**config.mk**
```make
export PLATFORM = sky130hd
export DESIGN_NAME = hilo_div_writer
export DESIGN_NICKNAME = d
export VERILOG_FILES = /design/src/rtl/hilo_div_writer.sv
export SDC_FILE = /design/constraint.sdc
export NUM_CORES = 1
export LEC_CHECK = 0
export CORE_UTILIZATION = 64
export CTS_BUF_LIST = sky130_fd_sc_hd__clkbuf_8
export DETAILED_ROUTE_END_ITERATION = 16
export PLACE_DENSITY = 0.84
export SYNTH_ARGS = -nofsm -noshare
export SYNTH_HDL_FRONTEND = slang
export SYNTH_SLANG_ARGS = --single-unit
```
**constraint.sdc**
```tcl
create_clock -name clk -period 19.4 [get_ports clk]
set_input_delay 3.88 -clock clk [delete_from_list [all_inputs] [get_ports clk]]
set_output_delay 3.88 -clock clk [all_outputs]
set_load 0.02 [all_outputs]
```
**src/rtl/hilo_div_writer.sv**
```systemverilog
// Iterative radix-2 restoring divider that produces the packed {HI=remainder, LO=quotient} write.
// Optional macro DIV_ZERO_FAST_EN: a zero divisor completes straight from IDLE without iterating.
module hilo_div_writer #(
  parameter int WIDTH = 32
) (
  input  logic               clk,
  input  logic               rst,
  input  logic               start,
  input  logic               signed_div,
  input  logic [WIDTH-1:0]   a,
  input  logic [WIDTH-1:0]   b,
  input  logic               cancel,
  output logic               busy,
  output logic               hilo_we,
  output logic [2*WIDTH-1:0] hilo_o
);

  localparam int CNT_W = $clog2(WIDTH + 1);

  typedef enum logic [1:0] {S_IDLE, S_DIV, S_DONE} state_t;

  state_t                 state_q, state_d;
  logic [CNT_W-1:0]       cnt_q, cnt_d;
  logic [2*WIDTH-1:0]     hilo_q, hilo_d;

  // quo_q starts as the dividend magnitude; its msb feeds each step and quotient bits shift in at the lsb
  logic [WIDTH-1:0]       quo_q, quo_d;
  logic [WIDTH-1:0]       rem_q, rem_d;
  logic [WIDTH-1:0]       dvsr_q, dvsr_d;
  logic [WIDTH-1:0]       araw_q, araw_d;
  logic                   neg_quo_q, neg_quo_d;
  logic                   neg_rem_q, neg_rem_d;
  logic                   bzero_q, bzero_d;

  logic [WIDTH:0]         rem_shift;
  logic [WIDTH:0]         trial;
  logic                   no_borrow;
  logic [WIDTH-1:0]       rem_next;
  logic [WIDTH-1:0]       quo_next;
  logic                   last_step;
  logic                   accept;

  function automatic logic [WIDTH-1:0] magnitude(input logic signed [WIDTH-1:0] v,
                                                 input logic                     is_signed);
    return (is_signed && v[WIDTH-1]) ? WIDTH'(-v) : WIDTH'(v);
  endfunction

  // Two's-complement negate with wrap; the most negative value maps to itself.
  function automatic logic [WIDTH-1:0] negate_if(input logic signed [WIDTH-1:0] v,
                                                 input logic                     en);
    return en ? WIDTH'(-v) : WIDTH'(v);
  endfunction

  // Restoring step
  always_comb begin
    rem_shift = {rem_q, quo_q[WIDTH-1]};
    trial     = rem_shift - {1'b0, dvsr_q};
    no_borrow = ~trial[WIDTH];
    rem_next  = no_borrow ? trial[WIDTH-1:0] : rem_shift[WIDTH-1:0];
    quo_next  = {quo_q[WIDTH-2:0], no_borrow};
    last_step = (cnt_q == CNT_W'(WIDTH - 1));
    accept    = start && !cancel;
  end

  // State register
  always_ff @(posedge clk or posedge rst) begin
    if (rst) begin
      state_q <= S_IDLE;
      cnt_q   <= '0;
      hilo_q  <= '0;
    end else begin
      state_q <= state_d;
      cnt_q   <= cnt_d;
      hilo_q  <= hilo_d;
    end
  end

  // Operand and iteration registers carry no reset; they are always loaded before use.
  always_ff @(posedge clk) begin
    quo_q     <= quo_d;
    rem_q     <= rem_d;
    dvsr_q    <= dvsr_d;
    araw_q    <= araw_d;
    neg_quo_q <= neg_quo_d;
    neg_rem_q <= neg_rem_d;
    bzero_q   <= bzero_d;
  end

  // Next-state logic
  always_comb begin
    state_d = state_q;
    case (state_q)
      S_IDLE: begin
        if (accept) begin
`ifdef DIV_ZERO_FAST_EN
          state_d = (b == '0) ? S_DONE : S_DIV;
`else
          state_d = S_DIV;
`endif
        end
      end
      S_DIV: begin
        if (cancel)         state_d = S_IDLE;
        else if (last_step) state_d = S_DONE;
      end
      S_DONE:  state_d = S_IDLE;
      default: state_d = S_IDLE;
    endcase
  end

  // Datapath updates
  always_comb begin
    cnt_d     = cnt_q;
    hilo_d    = hilo_q;
    quo_d     = quo_q;
    rem_d     = rem_q;
    dvsr_d    = dvsr_q;
    araw_d    = araw_q;
    neg_quo_d = neg_quo_q;
    neg_rem_d = neg_rem_q;
    bzero_d   = bzero_q;
    case (state_q)
      S_IDLE: begin
        if (accept) begin
          cnt_d     = '0;
          quo_d     = magnitude(a, signed_div);
          dvsr_d    = magnitude(b, signed_div);
          rem_d     = '0;
          araw_d    = a;
          neg_quo_d = signed_div && (a[WIDTH-1] ^ b[WIDTH-1]);
          neg_rem_d = signed_div && a[WIDTH-1];
          bzero_d   = (b == '0);
`ifdef DIV_ZERO_FAST_EN
          if (b == '0) hilo_d = {a, {WIDTH{1'b1}}};
`endif
        end
      end
      S_DIV: begin
        if (!cancel) begin
          cnt_d = cnt_q + 1'b1;
          quo_d = quo_next;
          rem_d = rem_next;
          if (last_step) begin
            // A zero divisor reports the raw dividend as remainder, never sign-corrected
            if (bzero_q) hilo_d = {araw_q, {WIDTH{1'b1}}};
            else         hilo_d = {negate_if(rem_next, neg_rem_q), negate_if(quo_next, neg_quo_q)};
          end
        end
      end
      default: ;
    endcase
  end

  // Outputs
  always_comb begin
    busy    = (state_q == S_DIV);
    hilo_we = (state_q == S_DONE);
    hilo_o  = hilo_q;
  end

endmodule

```
==> results of run 1 <==
==> state kept, by name (all words and copies together) (netlist names), 2 cells and up <==
register,flops
state_q,2
rem_q,32
cnt_q,6
quo_q,32
hilo_o,64
dvsr_q,32
araw_q,32
==> logic make-up after synthesis <==
group | count (synthesis)
XOR/XNOR | 133
buffers and inverters | 136
AND/OR/NAND/NOR | 489
AO/OA/AOI/OAI | 420
flip-flops | 203
adder cells (fa/ha/maj) | 38
multiplexers | 35
==> where the power goes <==
group / internal [mW] / switching, mW / leakage (nW)
logic: 0.125 / 0.213 / 3.50
clock network: 0.206 / 0.181 / 0.398
registers: 0.497 / 0.0253 / 2.24
total: 0.829 / 0.420 / 6.14
==> path summary, 6_finish.rpt <==
path | endpoint | slack, ps
max | quo_q[29]$_DFFE_PP_ | 12310
min | hilo_o[43]$_DFFE_PP0P_ | 490
min in group asynchronous | hilo_o[8]$_DFFE_PP0P_ | 3970
min reg2reg | hilo_o[43]$_DFFE_PP0P_ | 490
max in group asynchronous | hilo_o[35]$_DFFE_PP0P_ | 14830
max reg2reg | hilo_o[52]$_DFFE_PP0P_ | 12790
==> per-stage QoR <==
| step | power [mW] | setup slack [ps] | std cells | area [sq um] | util [%] |
|---|---|---|---|---|---|
| 6_report | 1.25 | 12310 | 1866 | 15400 | 76.2 |
| 5_1_grt | 1.30 | 12190 | 1866 | 15400 | 76.2 |
| 4_1_cts | 1.24 | 12460 | 1866 | 15400 | 76.2 |
| 3_5_place_dp | 0.861 | 11940 | 1803 | 14700 | 72.9 |
| 3_3_place_gp | 0.852 | 11940 | 1803 | 14700 | 72.9 |
| 2_1_floorplan | 0.766 | 5410 | 1454 | 13200 | - |
==> synthesized netlist by cell type, drive strengths merged, types with 7 or more instances <==
cell type | instances | area (sq um)
inv | 66 | 248
nand3b | 8 | 60.1
nor2 | 152 | 571
a211o | 7 | 61.3
xnor2 | 60 | 526
nor4 | 18 | 113
o31ai | 18 | 135
o21a | 12 | 90.1
and2 | 13 | 81.3
o41ai | 10 | 95.1
or4 | 10 | 78.8
o21ai | 122 | 611
nand4 | 15 | 100
a31oi | 9 | 56.3
mux2i | 32 | 324
xor2 | 73 | 639
nand2 | 138 | 518
nand2b | 14 | 87.6
a211oi | 13 | 108
a21o | 18 | 135
dfrtp | 72 | 1800
ha | 37 | 463
o211ai | 12 | 90.1
and3 | 12 | 75.1
or3 | 22 | 138
o21bai | 7 | 52.6
nand3 | 22 | 110
buf | 21 | 119
clkbuf | 47 | 178
nor3 | 33 | 165
edfxtp | 131 | 3930
a21oi | 146 | 738
==> critical path, delay by kind of cell <==
kind / cells / cell delay (ps)
AOI/OAI and AO/OA: 2 / 420
xor gates and xnor gates: 1 / 180
buffers and inverters: 1 / 500
and+or+nand+nor: 5 / 2350
==> area by class of cell <==
type	count	area (sq um)
fill	1464	4810
multi-input combinational	1115	6980
sequential	203	5740
clock inverter	22	119
timing repair buffer	147	1440
clock buffer	41	564
tap	270	338
inverter	68	255
==> per-layer routing <==
metal / global-route usage [%] / part of all wire, % / up-vias
met5: 0 / 0 / -
met4: 10.8 / 2.6 / 0
li1: - / - / 5518
met3: 5.27 / 8.5 / 67
met1: 48.5 / 43 / 5647
met2: 55.1 / 46 / 549
==> cells in the final DEF (no fill, tap or decap), drive strengths merged, types with 13 or more instances in the layout <==
cell type / Yosys / layout
xor2: 73 / 73
mux2i: 32 / 32
nand4: 15 / 15
nor3: 33 / 33
or3: 22 / 22
nor2: 152 / 152
a211oi: 13 / 13
edfxtp: 131 / 131
ha: 37 / 37
nand3: 22 / 22
buf: 21 / 13
nand2b: 14 / 14
o21ai: 122 / 122
nor4: 18 / 18
inv: 66 / 81
o31ai: 18 / 18
and2: 13 / 13
a21oi: 146 / 146
nand2: 138 / 138
xnor2: 60 / 60
dfrtp: 72 / 72
clkdlybuf4s50: 0 / 134
clkbuf: 47 / 41
a21o: 18 / 18
==> flow_summary.toml, run 1 <==
[outcome]
status = "complete, no violations"

[clock_network]
clk_pin_slew_ps = 60
cts.repair.resized = 0
cts_sinks = 203
cts_tree = "built"
hold_buffers = 0
cts_setup_buffers = 0
cts-root-buf = "clkbuf_8"
htree_levels = 2
clock_path_buffers = 3
numCtsBuffers = 36
clock_latency_ps = 530

[floorplan]
die_h_microns = 146
start_util_pct = 65.5
die_w_microns = 146
row_count = 52
core_sq_um = 20200
die_area_sq_um = 21300
ios = 135

[sta]
setup_viol = 0
worstMarginPinSlew_ps = 1050
timing.slew.headroom_pct = 29.3
hold_violations = 0
tns_ps = 0
fmax_ghz = 0.141
finClkSkew_ps = 20.3
min_period_over_period_pct = 36.6
rsz0062_at_grt = "no"
hold_ws_ps = 494
period_needed_ps = 7090
slew_viol_final = 0

[setup_path]
reg2reg_depth = 22
cp_cell_sequence = "clkdlybuf4s50_1 > or3_1 > nor4_1 > nand2_1 > nor4_1 > nand3b_1 > o41ai_1 > xor2_1 > o21ai_0"
worstPathRequired_ps = 19650
cpMostUsedCell = "nor4_1"
cp_max_fo = 5
slowest_delay_ps = 810
arrival_ps = 7340
crit_path_start_kind = "input pin"
startpoint = "a[2]"
slowest_stage = "nor4_1"
setup.worst_path.end_class = "flip-flop"
critical_path_class = "input pin to flip-flop"
timing.rr.start = "quo_q[31]$_DFFE_PP_"

[global_route]
grt_usage_pct = 34.5
grt-ovfl-total = 0
grt_pass1_vias = 11256
grt_pass1_wl_microns = 58400
antenna_found_initial = 1
grt_max_degree = 74

[synthesis]
syn_area_sq_um = 13200
yosys.area_share.adder_pct = 3.65
ys_warn_count = 0
yosysUniqueCellTypes = 81
ys_ff_latch = 203
yosysSeqAreaShare_pct = 43.3
synth-simple-area-share_pct = 17.8
synth_xor_area_share_pct = 8.79
synth_top_family_by_area = "compound AO/OA/AOI/OAI gates"
synthMuxAreaShare_pct = 2.70
ys.flop_type = "edfxtp_1"
netlist_instances = 1454
async_flop_share_pct = 35.5
synth_area_per_cell_sq_um = 9.11
synth-compound-area-share_pct = 19.6
synth_edf_count = 131
synthesis.nets = 1561

[pwr]
power.density_nw_per_um2 = 80.9
peakVddDrop_uv = 66.3
p_leak_nw = 6.14

[flow_run]
max_cap_viol_count = 0

[detailed_routing]
routed_wl_microns = 36500
wl_per_cell_microns = 19.6
via_per_inst = 6.31
drc = 0
first_pass_iters = 5
drt_iter0_drc = 1019
ant_nets = 0
dr_total_vias = 11781

[hold_path]
hold_path_depth = 2
min_from = "hilo_o[43]$_DFFE_PP0P_"
worstHoldPathType = "flip-flop to flip-flop"

[final_layout]
drive_above_1_share_pct = 5.14
area_delta_synth_final_pct = 16.5
final_nets = 1678
antenna_cells = 0

[placed_design]
hpwl_microns = 26600
place_congestion = 0.948
io_buffers = 134
Power figures use the tool's default switching activity.
==> run 2: changes to the inputs <==
- CORE_UTILIZATION: 64 -> 54
- PLACE_DENSITY: 0.84 -> 0.75
- clock period: 19.4 -> 6.5 ns (I/O delays scaled with it)
==> run 2 against run 1 <==
Net effect: highest routed layer unchanged; sequential power grew to 3.0 times the previous value; wire length is 1.2% higher; setup slack worse by 11000 ps.
==> flow_summary.toml, run 2 (synthesized netlist as in run 1, its figures left out) <==
[sta]
timing.slew.headroom_pct = 35.6
tns_ps = 0
fmax_ghz = 0.180
slew_viol_final = 0
period_needed_ps = 5540
finClkSkew_ps = 21.5
hold_violations = 0
setup_viol = 0
min_period_over_period_pct = 85.3
worstMarginPinSlew_ps = 966
rsz0062_at_grt = "no"

[placed_design]
place_congestion = 0.914
hpwl_microns = 27400
io_buffers = 134
placed_area_sq_um = 14800

[final_layout]
final_common_cell = "nor2_1"
drive_above_1_share_pct = 5.43
final_cell_mix = "150 x nor2_1, 144 x a21oi_1, 138 x nand2_1"
largest_reg_flops = 64
fill_cells = 2008
final_cell_area_sq_um = 15500
multi_input_area_sq_um = 6990
area_delta_synth_final_pct = 17.2
regArea_sq_um = 5740
final_nets = 1681

[pwr]
power.density_nw_per_um2 = 240
peakVddDrop_uv = 289
p_leak_nw = 6.17

[clock_network]
cts_tree = "built"
clock_path_buffers = 3
cts-root-buf = "clkbuf_8"
numCtsBuffers = 36
clock_latency_ps = 540
cts_setup_buffers = 0
htree_levels = 2
clk_pin_slew_ps = 60
cts.repair.resized = 0
hold_buffers = 0
cts_sinks = 203

[hold_path]
min_from = "hilo_o[47]$_DFFE_PP0P_"
whs_endpoint = "hilo_o[47]$_DFFE_PP0P_"
hold_path_depth = 2
worstHoldPathType = "flip-flop to flip-flop"

[floorplan]
row_count = 56
die_h_microns = 159
start_util_pct = 55.8
ios = 135
die_area_sq_um = 25200
core_sq_um = 23800
die_w_microns = 159

[outcome]
status = "complete, no violations"

[setup_path]
arrival_ps = 5970
reg2reg_depth = 21
worstPathRequired_ps = 6930
critPathBufInv = 3
critical_path_class = "flip-flop to flip-flop"
cp_top_family = "compound AO/OA/AOI/OAI gates"
setup.worst_path.end_class = "flip-flop"
r2r_slack_ps = 960
slowest_delay_ps = 520
timing.rr.start = "quo_q[31]$_DFFE_PP_"
cp_max_fo = 13
reg2reg_to = "hilo_o[50]$_DFFE_PP0P_"
cp_cell_sequence = "inv_1 > ha_1 > fa_1 > nand2b_1 > a21o_1 > a2111o_1 > a211o_1 > a21oi_2 > buf_4 > nor2_4 > inv_1 > nor2_1 > a21oi_1 > ha_1 > o2111ai_1 > or3_1 > nor2_1 > a21o_1 > a21oi_1 > or4b_1 > a41o_1"
crit_path_start_kind = "flip-flop"
slowest_stage = "or4b_1"

[global_route]
grt-ovfl-total = 0
grt_pass1_vias = 11078
grt_max_degree = 73
antenna_found_initial = 0
grt_usage_pct = 30.1
grt_pass1_wl_microns = 58100

[detailed_routing]
routed_wl_microns = 37000
ant_nets = 0
wl_per_cell_microns = 19.2
drc = 0
via_per_inst = 6.03
dr_total_vias = 11593
drt_iter0_drc = 1046
first_pass_iters = 7

[flow_run]
max_cap_viol_count = 0
run 2: cell count changes in the layout (fill, tap and decap cells not counted), sizes merged:
cell      previous run  this run
buf                 13        16
clkbuf              41        40
diode                0         1
inv                 81        83
clkinvlp             1         2
run 2: routing by layer:
layer | global-route usage [%] | part of all wire, %
met5 | 0 | 0
met2 | 46.9 | 45
met1 | 42.5 | 45
met4 | 9.20 | 2.2
met3 | 5.77 | 8.6
run 2: worst max path at each step:
stage | to | slack, ps | cells past startpoint | from
final | hilo_o[50]$_DFFE_PP0P_ | 960 | 21 | quo_q[31]$_DFFE_PP_
after global routing | hilo_o[50]$_DFFE_PP0P_ | 600 | 21 | quo_q[31]$_DFFE_PP_
after CTS | hilo_o[50]$_DFFE_PP0P_ | 1050 | 21 | quo_q[31]$_DFFE_PP_
after detailed placement | hilo_o[50]$_DFFE_PP0P_ | 1090 | 21 | quo_q[31]$_DFFE_PP_
after global placement | hilo_o[50]$_DFFE_PP0P_ | 1240 | 21 | quo_q[31]$_DFFE_PP_
after floorplan | quo_q[0]$_DFFE_PP_ | 840 | 3 | cancel
run 2: cell type report:
| cell class | instances | area share (%) |
|---|---|---|
| sequential | 203 | 36.9 |
| inverter | 68 | 1.64 |
| clock inverter | 25 | 0.878 |
| antenna | 1 | 0.0161 |
| clock buffer | 40 | 3.55 |
| multi-input combinational | 1115 | 45.0 |
| tap | 319 | 2.57 |
| timing repair buffer | 150 | 9.41 |
run 2: per-stage QoR:
step                      hold slack, ps  cells  setup slack, ps  power (mW)  utilization [%]
after CTS                            485   1920             1050        3.73             65.4
after detailed placement             464   1855             1090        2.58             62.5
after global placement               463   1855             1240        2.56             62.5
after global routing                 503   1920              602        3.91             65.4
after floorplan                      476   1454              842        2.28                -
final                                477   1921              959        3.72             65.4
run 2: tightest hold or removal path: stages (launching register included):
cell	delay [ps]
dfrtp_1	340
nand2_1	40
o21ai_0	60
run 2: power by group:
group          total (mW)  switching [mW]  internal, mW
Combinational        1.02           0.643         0.376
Sequential           1.56          0.0711          1.48
Clock                1.15           0.539         0.607
Total                3.72            1.25          2.47
